===== config.mk =====
export PLATFORM = sky130hd
export DESIGN_NAME = rare_clk_gate_ctrl
export DESIGN_NICKNAME = d
export VERILOG_FILES = /design/src/rtl/rare_clk_gate_ctrl.sv
export SDC_FILE = /design/constraint.sdc
export NUM_CORES = 1
export LEC_CHECK = 0
export ABC_AREA = 1
export ABC_CLOCK_PERIOD_IN_PS = 2130
export CORE_ASPECT_RATIO = 1.75
export CORE_MARGIN = 3
export CORE_UTILIZATION = 60
export CTS_CLUSTER_DIAMETER = 50
export DETAILED_ROUTE_END_ITERATION = 12
export DONT_BUFFER_PORTS = 1
export HOLD_SLACK_MARGIN = 0.05
export PLACE_DENSITY = 0.76
export SYNTH_ARGS = -nofsm -noshare
export SYNTH_HDL_FRONTEND = slang
export SYNTH_SLANG_ARGS = --single-unit

===== constraint.sdc =====
create_clock -name clk_i -period 2.13 [get_ports clk_i]
set_input_delay 0.639 -clock clk_i [delete_from_list [all_inputs] [get_ports clk_i]]
set_output_delay 0.639 -clock clk_i [all_outputs]
set_load 0.02 [all_outputs]

===== src/rtl/rare_clk_gate_ctrl.sv =====
// rare_clk_gate_ctrl: sequences gating of a core clock on a rarely used block.
//   A sleep request is honoured only after the core has been idle for IDLE_HOLD
//   consecutive cycles. While gated, the block counts gated cycles. Waking up
//   re-enables the clock at once and reports awake after WAKE_SETTLE+1 cycles.
// Ports:
//   clk_i        free-running, ungated clock (only clock of this block)
//   rst_i        asynchronous active-high reset
//   sleep_req_i  level request to gate the core clock
//   core_idle_i  core has no outstanding work
//   wake_i       wake source (interrupt / debug); wins over sleep_req_i
//   cnt_clr_i    synchronous clear of gated_cnt_o; wins over increment
//   clk_en_o     enable into the clock-gate cell (registered, glitch-free)
//   sleep_ack_o  core clock is gated
//   awake_o      core clock is enabled and settled
//   gated_cnt_o  saturating count of cycles spent gated
module rare_clk_gate_ctrl #(
    parameter int unsigned IDLE_HOLD   = 4,
    parameter int unsigned WAKE_SETTLE = 2
) (
    input  logic        clk_i,
    input  logic        rst_i,
    input  logic        sleep_req_i,
    input  logic        core_idle_i,
    input  logic        wake_i,
    input  logic        cnt_clr_i,
    output logic        clk_en_o,
    output logic        sleep_ack_o,
    output logic        awake_o,
    output logic [31:0] gated_cnt_o
);

    localparam int unsigned IDLE_W   = 8;
    localparam int unsigned SETTLE_W = 4;
    localparam int unsigned CNT_W    = 32;

    localparam logic [IDLE_W-1:0]   IDLE_LAST   = IDLE_W'(IDLE_HOLD - 1);
    localparam logic [SETTLE_W-1:0] SETTLE_LAST = SETTLE_W'(WAKE_SETTLE);
    localparam logic [CNT_W-1:0]    CNT_MAX     = {CNT_W{1'b1}};

    typedef enum logic [1:0] {
        ST_RUN   = 2'd0,
        ST_DRAIN = 2'd1,
        ST_SLEEP = 2'd2,
        ST_WAKE  = 2'd3
    } state_t;

    state_t              r_state;
    logic [IDLE_W-1:0]   r_idle_cnt;
    logic [SETTLE_W-1:0] r_settle_cnt;
    logic                r_clk_en;
    logic                r_sleep_ack;
    logic                r_awake;
    logic [CNT_W-1:0]    r_gated_cnt;

    // Sleep is only pursued when requested and no wake source is pending.
    logic w_want_sleep;
    assign w_want_sleep = sleep_req_i & ~wake_i;

    // Control FSM; outputs are registered so clk_en_o cannot glitch into the
    // downstream latch while clk_i is low.
    always_ff @(posedge clk_i or posedge rst_i) begin
        if (rst_i) begin
            r_state      <= ST_RUN;
            r_idle_cnt   <= '0;
            r_settle_cnt <= '0;
            r_clk_en     <= 1'b1;
            r_sleep_ack  <= 1'b0;
            r_awake      <= 1'b1;
        end else begin
            case (r_state)
                ST_RUN: begin
                    if (w_want_sleep) begin
                        r_state    <= ST_DRAIN;
                        r_idle_cnt <= '0;
                    end
                end
                ST_DRAIN: begin
                    if (!w_want_sleep) begin
                        r_state    <= ST_RUN;
                        r_idle_cnt <= '0;
                    end else if (!core_idle_i) begin
                        r_idle_cnt <= '0;
                    end else if (r_idle_cnt == IDLE_LAST) begin
                        r_state     <= ST_SLEEP;
                        r_idle_cnt  <= '0;
                        r_clk_en    <= 1'b0;
                        r_sleep_ack <= 1'b1;
                        r_awake     <= 1'b0;
                    end else begin
                        r_idle_cnt <= r_idle_cnt + IDLE_W'(1);
                    end
                end
                ST_SLEEP: begin
                    if (!w_want_sleep) begin
                        r_state      <= ST_WAKE;
                        r_settle_cnt <= '0;
                        r_clk_en     <= 1'b1;
                        r_sleep_ack  <= 1'b0;
                    end
                end
                ST_WAKE: begin
                    // Requests are ignored until the clock has settled.
                    if (r_settle_cnt == SETTLE_LAST) begin
                        r_state      <= ST_RUN;
                        r_settle_cnt <= '0;
                        r_awake      <= 1'b1;
                    end else begin
                        r_settle_cnt <= r_settle_cnt + SETTLE_W'(1);
                    end
                end
                default: begin
                    r_state  <= ST_RUN;
                    r_clk_en <= 1'b1;
                    r_awake  <= 1'b1;
                end
            endcase
        end
    end

    // Gated-cycle counter: clear wins, otherwise saturating increment in SLEEP.
    always_ff @(posedge clk_i or posedge rst_i) begin
        if (rst_i) begin
            r_gated_cnt <= '0;
        end else if (cnt_clr_i) begin
            r_gated_cnt <= '0;
        end else if ((r_state == ST_SLEEP) && (r_gated_cnt != CNT_MAX)) begin
            r_gated_cnt <= r_gated_cnt + CNT_W'(1);
        end
    end

    assign clk_en_o    = r_clk_en;
    assign sleep_ack_o = r_sleep_ack;
    assign awake_o     = r_awake;
    assign gated_cnt_o = r_gated_cnt;

endmodule


==> results of run 1 <==
metal layers:
metal	wire length, um	vias to the layer above	GRT usage, %
met5	0	-	0
met4	549	0	19.8
met3	411	44	6.92
met2	4250	95	50.7
met1	2870	1404	29.0
li1	-	1511	-
flip-flops by register name (all words and copies together) (netlist names), named ones only:
signal / count
r_idle_cnt: 8
sleep_ack_o: 1
r_settle_cnt: 4
clk_en_o: 1
awake_o: 1
r_state: 1
gated_cnt_o: 32
through the flow:
stage | cells | setup WS (ps) | total power, mW | util (%)
after global placement | 537 | 86.0 | 1.62 | 68.4
after global routing | 545 | 99.2 | 2.36 | 70.6
after floorplan | 452 | 288 | 1.51 | -
after detailed placement | 537 | 11.3 | 1.64 | 68.4
after CTS | 545 | 308 | 2.24 | 70.6
final | 545 | 306 | 2.22 | 70.6
Yosys cell counts, types with 3 or more instances:
| master | n | area (um2) |
|---|---|---|
| inv_1 | 37 | 139 |
| nor2_1 | 68 | 255 |
| ha_1 | 5 | 62.6 |
| nand2_2 | 3 | 18.8 |
| nand3_1 | 26 | 130 |
| nand2_1 | 183 | 687 |
| buf_6 | 3 | 33.8 |
| nand4_1 | 26 | 163 |
| or2_2 | 5 | 31.3 |
| o21ai_0 | 8 | 40.0 |
| clkbuf_1 | 3 | 11.3 |
| dfrtp_1 | 47 | 1180 |
| xnor2_1 | 4 | 35.0 |
| xor2_1 | 11 | 96.3 |
repair_timing:
item | 4_1_cts | 5_1_grt
setup endpoints to repair | 2 | 0
hold endpoints to repair | 0 | 0
resized for setup | 1 | 0
power groups by stage:
stage               sequential, mW  clock (mW)  combinational, mW
floorplan                     1.13           0              0.381
global route                  1.13       0.650              0.577
detailed placement            1.14           0              0.501
CTS                           1.12       0.613              0.506
global placement              1.13           0              0.488
finish                        1.12       0.600              0.500
worst max-delay path by stage:
stage | start | to | slack [ps] | cells after the start
2_1_floorplan | gated_cnt_o[0] | gated_cnt_o[10] | 290 | 9
3_3_place_gp | gated_cnt_o[0] | gated_cnt_o[25] | 90 | 8
3_5_place_dp | gated_cnt_o[0] | gated_cnt_o[26] | 10 | 8
4_1_cts | gated_cnt_o[0] | gated_cnt_o[30] | 310 | 8
5_1_grt | gated_cnt_o[0] | gated_cnt_o[20] | 100 | 8
6_report | gated_cnt_o[0] | gated_cnt_o[28] | 310 | 8
cell families (layout without fill, tap and decap cells):
| kind of cell | count (synthesis) | in the layout |
|---|---|---|
| AND/OR/NAND/NOR | 318 | 318 |
| AO/OA/AOI/OAI | 17 | 17 |
| adder cells (fa/ha/maj) | 5 | 5 |
| buffers and inverters | 47 | 86 |
| XOR/XNOR | 15 | 15 |
| multiplexers | 1 | 1 |
| flip-flops | 49 | 49 |
final cells by class:
cell class | instances | area [um2]
Tap cell | 54 | 67.6
Clock buffer | 7 | 96.3
Inverter | 40 | 155
Sequential cell | 49 | 1230
Clock inverter | 1 | 5.00
Multi-Input combinational cell | 356 | 1660
Timing Repair Buffer | 38 | 298
Fill cell | 431 | 1460
==> out/results.tsv, run 1 <==
metric	value	unit
starting density of the core	62.1	%
Critical Path AT	2060	ps
LEAKAGE	1.73	nW
most frequent cells in the layout	183 x nand2_1, 68 x nor2_1, 47 x dfrtp_1	
Final Wtd Congestion	0.908	
ANT cells	0	
Pwr Density	632	nW/um2
peak supply drop	0.669	mV
adder-cell share of the synthesized area	2.03	%
Post-CTS Hold Fix Bufs	0	
die height	101	um
via total after detailed routing	3054	
worst slew pin tran	675	ps
CTS tree	done	
clk root buf	clkbuf_8	
mean cell area of the mapped netlist	6.83	um2
CP cell instances	ha_1, inv_2, nor2_4, nand2_2, nor2_4, a21oi_4, nand4_1, nand2_1	
simple-gate share of the synthesized area	43.6	%
worst reg2reg path startpoint	gated_cnt_o[0]	
Synth Register Bits	49	
GRT Total Usage	29.1	%
grt ovf	0	
Crit Path Class	reg2reg	
area grow syn2layout	13.8	%
Min Hold Slack	225	ps
# clock sinks	49	
Final Instance Area	3510	um2
Clk network pwr share	27.0	%
clock buffer depth	2	
largest net degree at the start of global routing	31	
worst reg2reg endpoint	gated_cnt_o[28]	
post-synth cell types	32	
Critical Path RT	2370	ps
# Post-CTS Setup Buffers	0	
status	completed	
setup repair after global routing missed its margin	false	
Buf/Inv on CP	1	
Compound-Gate Fraction of Synth Area	3.44	%
Final #Nets	501	
Worst setup EP type	register	
DR iter-0 viols	148	
commonest non-fill, non-tap cell in the layout	nand2_1	
Sw Pwr	756	uW
Sequential Power Share	50.5	%
register area share after synthesis	39.8	%
Critical Path Slowest Stage Cell	a21oi_4	
fin crit share	85.6	%
skew final	10.4	ps
Routed Antenna Nets	0	
htree depth	2	
dpl cell area	3410	um2
Detail Placement HPWL	6.33	mm
Final Hold Viols	0	
Syn Std Cell Area	3090	um2
Main synth FF type	dfrtp_1	
Vias/cell	5.60	
Routed WL	8.09	mm
minimum clock period	1820	ps
final setup TNS	0	ps
initial antenna violation count	0	
# rows	34	
Warnings, synthesis	0	
power share of the combinational group	22.5	%
first-pass GRT wire length	13.5	mm
most used cell, CP	nor2_4	
Final setup viols	0	
clock slew at reported path FFs	90	ps
DRT Pass-1 Iters	4	
worst skew pair latency	300	ps
# DRC	0	
Synthesized Nets	463	
FMAX	548	MHz
vias in the first global route	3140	
multiplexer share of the synthesized area	0.324	%
startpoint type of the worst setup path	register	
XOR/XNOR share of the synthesized area	4.25	%
Slew HR	54.9	%
Hold WC Path Type	in2async	
die width	60.2	um
Internal Power	1.46	mW
Slew Limit Fails	0	
main combinational cell family by area after synthesis	simple AND/OR/NAND/NOR gates	
FF-to-FF path depth	8	
delay-heaviest family, CP	compound AO/OA/AOI/OAI gates	
PortBufs	0	
full die area	6080	um2
I/O pin count	41	
Num CTS Buffers	5	
CP max stage delay	560	ps
fraction of layout cells with a size suffix above 1	13.2	%
Wirelength per Cell	14.8	um
Max Cap Viol	0	
Crit Path Max Fanout	26	
Core ar.	4980	um2
EDFF count, synth	0	
switch share	34.0	%
FF-to-FF setup slack	310	ps
Post-Synthesis Cells	452	
Async S/R FF share, synth	100	%
No activity file was read; power rests on OpenSTA's default activity.
==> inputs of run 2 (changes only) <==
--- a/config.mk
+++ b/config.mk
@@ -13,7 +13,7 @@
 export CTS_CLUSTER_DIAMETER = 50
 export DETAILED_ROUTE_END_ITERATION = 12
 export DONT_BUFFER_PORTS = 1
-export HOLD_SLACK_MARGIN = 0.05
+export HOLD_SLACK_MARGIN = 0.06
 export PLACE_DENSITY = 0.76
 export SYNTH_ARGS = -nofsm -noshare
 export SYNTH_HDL_FRONTEND = slang
==> results of run 2 <==
No change in the layout: final DEF, timing and power equal those of run 1.
